[src/rtl/cache_fill_fsm.sv]
// Cache miss fill controller: fetches a whole block as pipelined reads, re-presents stalled
// issue slots, streams returned words into the data array and writes the tag at the end.
module cache_fill_fsm #(
    parameter int unsigned WORDS_PER_BLOCK = 8
) (
    input  logic                               clk,
    input  logic                               rst,
    input  logic                               MissDetected,
    input  logic [15:0]                        MissAddress,
    input  logic                               MemStall,
    input  logic                               MemoryDataValid,
    input  logic [15:0]                        MemoryData,
    output logic                               MemoryRequest,
    output logic [15:0]                        MemoryAddress,
    output logic                               FsmBusy,
    output logic                               WriteDataArray,
    output logic [$clog2(WORDS_PER_BLOCK)-1:0] CacheWordIndex,
    output logic [15:0]                        CacheData,
    output logic                               WriteTagArray,
    output logic                               FillDone
);

    localparam int unsigned IdxW = $clog2(WORDS_PER_BLOCK);
    localparam int unsigned CntW = IdxW + 1;
    localparam logic [CntW-1:0] NumWords = CntW'(WORDS_PER_BLOCK);
    localparam logic [CntW-1:0] LastWord = CntW'(WORDS_PER_BLOCK - 1);
    // Blocks are 2*WORDS_PER_BLOCK bytes, so clear the byte-offset bits of the miss address.
    localparam logic [15:0] BaseMask = ~(16'(2 * WORDS_PER_BLOCK) - 16'd1);

    typedef enum logic {
        StIdle,
        StFill
    } state_e;

    state_e          state_q, state_d;
    logic [15:0]     block_base_q, block_base_d;
    logic [CntW-1:0] issue_cnt_q, issue_cnt_d;
    logic [CntW-1:0] recv_cnt_q, recv_cnt_d;

    always_ff @(posedge clk or negedge rst) begin
        if (!rst) begin
            state_q      <= StIdle;
            block_base_q <= '0;
            issue_cnt_q  <= '0;
            recv_cnt_q   <= '0;
        end else begin
            state_q      <= state_d;
            block_base_q <= block_base_d;
            issue_cnt_q  <= issue_cnt_d;
            recv_cnt_q   <= recv_cnt_d;
        end
    end

    always_comb begin
        state_d        = state_q;
        block_base_d   = block_base_q;
        issue_cnt_d    = issue_cnt_q;
        recv_cnt_d     = recv_cnt_q;
        MemoryRequest  = 1'b0;
        MemoryAddress  = '0;
        FsmBusy        = 1'b0;
        WriteDataArray = 1'b0;
        CacheWordIndex = '0;
        CacheData      = '0;
        WriteTagArray  = 1'b0;
        FillDone       = 1'b0;

        case (state_q)
            StIdle: begin
                if (MissDetected) begin
                    block_base_d = MissAddress & BaseMask;
                    issue_cnt_d  = '0;
                    recv_cnt_d   = '0;
                    state_d      = StFill;
                end
            end
            StFill: begin
                FsmBusy = 1'b1;
                if (issue_cnt_q < NumWords) begin
                    MemoryRequest = 1'b1;
                    // OR rather than add: the offset never carries into the block base.
                    MemoryAddress = block_base_q | 16'({issue_cnt_q[IdxW-1:0], 1'b0});
                    if (!MemStall) begin
                        issue_cnt_d = issue_cnt_q + CntW'(1);
                    end
                end
                // Only accept data for reads that were actually issued.
                if (MemoryDataValid && (recv_cnt_q < issue_cnt_q)) begin
                    WriteDataArray = 1'b1;
                    CacheWordIndex = recv_cnt_q[IdxW-1:0];
                    CacheData      = MemoryData;
                    recv_cnt_d     = recv_cnt_q + CntW'(1);
                    if (recv_cnt_q == LastWord) begin
                        WriteTagArray = 1'b1;
                        FillDone      = 1'b1;
                        state_d       = StIdle;
                    end
                end
            end
            default: state_d = StIdle;
        endcase
    end

endmodule
[config.mk]
export PLATFORM = sky130hd
export DESIGN_NAME = cache_fill_fsm
export DESIGN_NICKNAME = d
export VERILOG_FILES = /design/src/rtl/cache_fill_fsm.sv
export SDC_FILE = /design/constraint.sdc
export NUM_CORES = 1
export LEC_CHECK = 0
export ABC_AREA = 1
export ABC_CLOCK_PERIOD_IN_PS = 2200
export CORE_ASPECT_RATIO = 0.5
export CORE_MARGIN = 2
export CORE_UTILIZATION = 37
export DETAILED_ROUTE_END_ITERATION = 10
export GPL_TIMING_DRIVEN = 0
export HOLD_SLACK_MARGIN = 0.12
export PLACE_DENSITY = 0.88
export SLEW_MARGIN = 0
export SYNTH_ARGS = -nofsm -noshare
export SYNTH_HDL_FRONTEND = slang
export SYNTH_SLANG_ARGS = --single-unit
[constraint.sdc]
create_clock -name clk -period 2.2 [get_ports clk]
set_input_delay 0.44 -clock clk [delete_from_list [all_inputs] [get_ports clk]]
set_output_delay 0.44 -clock clk [all_outputs]
set_load 0.03 [all_outputs]
==> run_summary.xml <==
<?xml version="1.0" encoding="UTF-8"?>
<metrics>
  <group name="status">
    <metric name="status" unit="">finished with violations</metric>
    <metric name="failed_checks" unit="">negative setup slack</metric>
  </group>
  <group name="clocking">
    <metric name="clockBufferDepth" unit="">2</metric>
    <metric name="cts_sinks" unit="">21</metric>
    <metric name="number_of_buffers_created_by_cts" unit="">3</metric>
    <metric name="clkSlewWorstSetupHoldPaths" unit="ps">90</metric>
    <metric name="tritoncts_clock_tree" unit="">done</metric>
    <metric name="clk_latency" unit="ps">270</metric>
    <metric name="htree_levels" unit="">1</metric>
    <metric name="ctsRootBufferMaster" unit="">sky130_fd_sc_hd__clkbuf_8</metric>
  </group>
  <group name="global_routing">
    <metric name="grt_start_max_net_pins" unit="">22</metric>
    <metric name="grt-ovfl-total" unit="">0</metric>
    <metric name="antenna_found_initial" unit="">0</metric>
    <metric name="via_count_of_the_first_global_routing_pass" unit="">1524</metric>
    <metric name="global_route_wire_length_before_repair" unit="um">7113</metric>
    <metric name="grt.total_usage" unit="%">24.19</metric>
  </group>
  <group name="placement">
    <metric name="place_congestion" unit="">0.7810</metric>
    <metric name="io_buffer_count" unit="">71</metric>
    <metric name="place_ws" unit="ps">-471.0</metric>
    <metric name="dpl-instance-area" unit="um2">2032</metric>
    <metric name="dp_hpwl" unit="um">2754</metric>
  </group>
  <group name="sta">
    <metric name="rsz0062_at_grt" unit="">yes</metric>
    <metric name="setup_viol_count_final" unit="">21</metric>
    <metric name="whs" unit="ps">548.5</metric>
    <metric name="clock_skew" unit="ps">3.708</metric>
    <metric name="fmaxAchievable" unit="MHz">429.0</metric>
    <metric name="maxSlewViolCount" unit="">0</metric>
    <metric name="final-hold-violation-count" unit="">0</metric>
    <metric name="final_critical_path_setup_slack" unit="ps">-130.9</metric>
    <metric name="post-route-min-period" unit="ps">2331</metric>
    <metric name="period_share" unit="%">105.9</metric>
    <metric name="worst_slew_margin_rel" unit="%">33.88</metric>
    <metric name="worst-slew-pin-transition" unit="ps">988.8</metric>
  </group>
  <group name="logic_synthesis">
    <metric name="async_flop_share" unit="%">100.0</metric>
    <metric name="cell_types_occupying_the_most_area_after_synthesis" unit="">sky130_fd_sc_hd__dfrtp_1, sky130_fd_sc_hd__inv_1, sky130_fd_sc_hd__nor2_1, sky130_fd_sc_hd__nand2_1, sky130_fd_sc_hd__o21ai_0</metric>
    <metric name="synth_cells" unit="">185</metric>
    <metric name="synth-edff-count" unit="">0</metric>
    <metric name="yosys_top_cell_by_area" unit="">sky130_fd_sc_hd__dfrtp_1</metric>
    <metric name="netlist-cell-type-count" unit="">20</metric>
    <metric name="synth.cells.most_frequent" unit="">sky130_fd_sc_hd__inv_1, sky130_fd_sc_hd__nor2_1, sky130_fd_sc_hd__nand2_1</metric>
    <metric name="post-synth-top-count-cell" unit="">sky130_fd_sc_hd__inv_1</metric>
    <metric name="postSynthRegisterBits" unit="">21</metric>
    <metric name="yosys_warning_total" unit="">0</metric>
    <metric name="synthFlopType" unit="">sky130_fd_sc_hd__dfrtp_1</metric>
    <metric name="synth.yosys.seq_area_share" unit="%">41.42</metric>
    <metric name="synth_top_cell_area_share" unit="%">41.42</metric>
    <metric name="mappedNetlistNets" unit="">227</metric>
    <metric name="post_syn_area" unit="um2">1269</metric>
    <metric name="postSynthAreaPerCell" unit="um2">6.858</metric>
  </group>
  <group name="worst_setup_path">
    <metric name="worstSetupEndpoint" unit="">WriteTagArray</metric>
    <metric name="worstSetupStartpointType" unit="">register</metric>
    <metric name="r2r-start" unit="">issue_cnt_q[3]</metric>
    <metric name="crit_type" unit="">reg -&gt; out</metric>
    <metric name="critPathCaptureType" unit="">output pin</metric>
    <metric name="crit_start" unit="">issue_cnt_q[3]</metric>
    <metric name="rr_worst_depth" unit="">8</metric>
    <metric name="flop2flop_setup_slack" unit="ps">530</metric>
    <metric name="worstPathArrival" unit="ps">1890</metric>
    <metric name="worstPathMaxFanout" unit="">8</metric>
    <metric name="timing.rr.end" unit="">recv_cnt_q[2]</metric>
    <metric name="worst_ep_required_time" unit="ps">1760</metric>
  </group>
  <group name="power">
    <metric name="ir_worst_vdd" unit="mV">0.8637</metric>
    <metric name="cellPowerDensity" unit="nW/um2">1782</metric>
    <metric name="total_power" unit="mW">4.291</metric>
    <metric name="static_leakage" unit="nW">1.239</metric>
  </group>
  <group name="drt">
    <metric name="vias_per_cell" unit="">4.767</metric>
    <metric name="final_routed_wirelength_across_all_metal_layers" unit="um">4749</metric>
    <metric name="drc" unit="">0</metric>
    <metric name="post_drt_wl_per_cell" unit="um">14.93</metric>
    <metric name="drt_first_iter_violations" unit="">66</metric>
    <metric name="vias" unit="">1516</metric>
    <metric name="dr.pass1.iters" unit="">4</metric>
    <metric name="antenna_left" unit="">0</metric>
  </group>
  <group name="floorplan">
    <metric name="floorplan.io_pins" unit="">77</metric>
    <metric name="core" unit="um2">3136</metric>
    <metric name="floorplan.die.width" unit="um">86.81</metric>
    <metric name="die_area" unit="um2">3942</metric>
    <metric name="initial_utilization" unit="%">40.46</metric>
    <metric name="placementRows" unit="">14</metric>
    <metric name="fp.dieH" unit="um">45.41</metric>
  </group>
  <group name="final_layout">
    <metric name="antenna-diode-count" unit="">0</metric>
    <metric name="final_area" unit="um2">2409</metric>
    <metric name="fraction_of_layout_instances_using_a_drive_strength_above_1" unit="%">35.61</metric>
    <metric name="sequential_cell_area" unit="um2">526.8</metric>
    <metric name="multi_input_comb_area" unit="um2">734.5</metric>
    <metric name="post-route-util" unit="%">76.82</metric>
    <metric name="flow.area_growth_from_synthesis" unit="%">89.84</metric>
    <metric name="layout.filler_cells" unit="">215</metric>
    <metric name="finish.net_count" unit="">321</metric>
  </group>
  <group name="hold_path">
    <metric name="min_path_type" unit="">reg -&gt; reg</metric>
    <metric name="worstHoldStart" unit="">block_base_q[7]</metric>
  </group>
  <group name="run">
    <metric name="max_cap_violations" unit="">0</metric>
  </group>
</metrics>
## cell families after synthesis
logic type	synth area share (%)
buf+inv	17.26
simple gates	27.91
flops	41.42
xor+xnor	0.6905
compound gates	7.495
other cells	0.2956
fa+ha+maj	4.931
## worst min path at each step
| stage | depth (start not counted) | endpoint |
|---|---|---|
| final | 2 | block_base_q[7] |
| after global routing | 2 | block_base_q[7] |
| after CTS | 2 | block_base_q[7] |
| after detailed placement | 2 | issue_cnt_q[3] |
| after global placement | 2 | issue_cnt_q[3] |
| after floorplan | 0 | block_base_q[10] |
## flip-flops by register name, summed over array words and instances, names as in the netlist
name          flops
block_base_q     12
issue_cnt_q       4
recv_cnt_q        4
state_q           1
## worst max-delay path, cell delays in order, from the launching register on
cell,delay (ps)
sky130_fd_sc_hd__dfrtp_1,410
sky130_fd_sc_hd__inv_2,100
sky130_fd_sc_hd__ha_4,220
sky130_fd_sc_hd__a21oi_4,140
sky130_fd_sc_hd__nand4_4,210
sky130_fd_sc_hd__buf_6,190
sky130_fd_sc_hd__nor2_4,110
sky130_fd_sc_hd__buf_6,110
sky130_fd_sc_hd__buf_6,110
## area by class of cell
cell class              instances  share of cell area (%)
repair buffers                 91                   34.81
multi-input cells             110                   30.49
flip-flops and latches         21                   21.87
inverters                      47                   7.325
well taps                      40                   2.078
clock buffers                   3                   1.714
plain buffers                   5                   1.403
clock inverters                 1                  0.3117
## where the power goes
group / internal (mW) / switching, mW / total, mW / leakage (nW)
registers: 0.577 / 0.125 / 0.701 / 0.242
logic: 1.27 / 2.05 / 3.32 / 0.975
clock network: 0.128 / 0.145 / 0.273 / 0.0217
## through the flow
stage,std cells,TNS (ps)
2_1_floorplan,185,0
3_3_place_gp,296,-8623
3_5_place_dp,296,-9044
4_1_cts,314,-1357
5_1_grt,318,-1988
6_report,318,-873.5
## routing by layer
layer	wire length, um	up-vias	share of wire (%)	track usage [%]
met5	0	-	0	0
met4	125	0	2.6	10.63
met3	310	10	6.5	6.341
met2	2512	71	53	46.72
met1	1802	712	38	25.68
li1	-	723	-	-
## cell usage in the layout, fill, tap and decap left out, types with 3 or more instances in the layout
| master | instances |
|---|---|
| sky130_fd_sc_hd__nand3_1 | 5 |
| sky130_fd_sc_hd__nor2_4 | 21 |
| sky130_fd_sc_hd__ha_4 | 3 |
| sky130_fd_sc_hd__nand2_1 | 31 |
| sky130_fd_sc_hd__buf_4 | 16 |
| sky130_fd_sc_hd__clkbuf_8 | 3 |
| sky130_fd_sc_hd__nand2_2 | 5 |
| sky130_fd_sc_hd__clkdlybuf4s50_1 | 33 |
| sky130_fd_sc_hd__buf_6 | 25 |
| sky130_fd_sc_hd__dlygate4sd2_1 | 4 |
| sky130_fd_sc_hd__inv_1 | 41 |
| sky130_fd_sc_hd__nor2_1 | 19 |
| sky130_fd_sc_hd__o21ai_0 | 15 |
| sky130_fd_sc_hd__buf_2 | 4 |
| sky130_fd_sc_hd__dfrtp_1 | 20 |
| sky130_fd_sc_hd__inv_2 | 6 |
| sky130_fd_sc_hd__clkbuf_2 | 12 |
## what timing repair did
action                     in CTS  in global routing
hold buffers                    0                  0
pin swaps                       7                  6
cloned                          2                  0
gates resized for setup       211                 37
buffers inserted               12                  8
hold endpoints to repair        0                  0
setup endpoints to repair      33                 33
(Power assumes the default switching activity.)
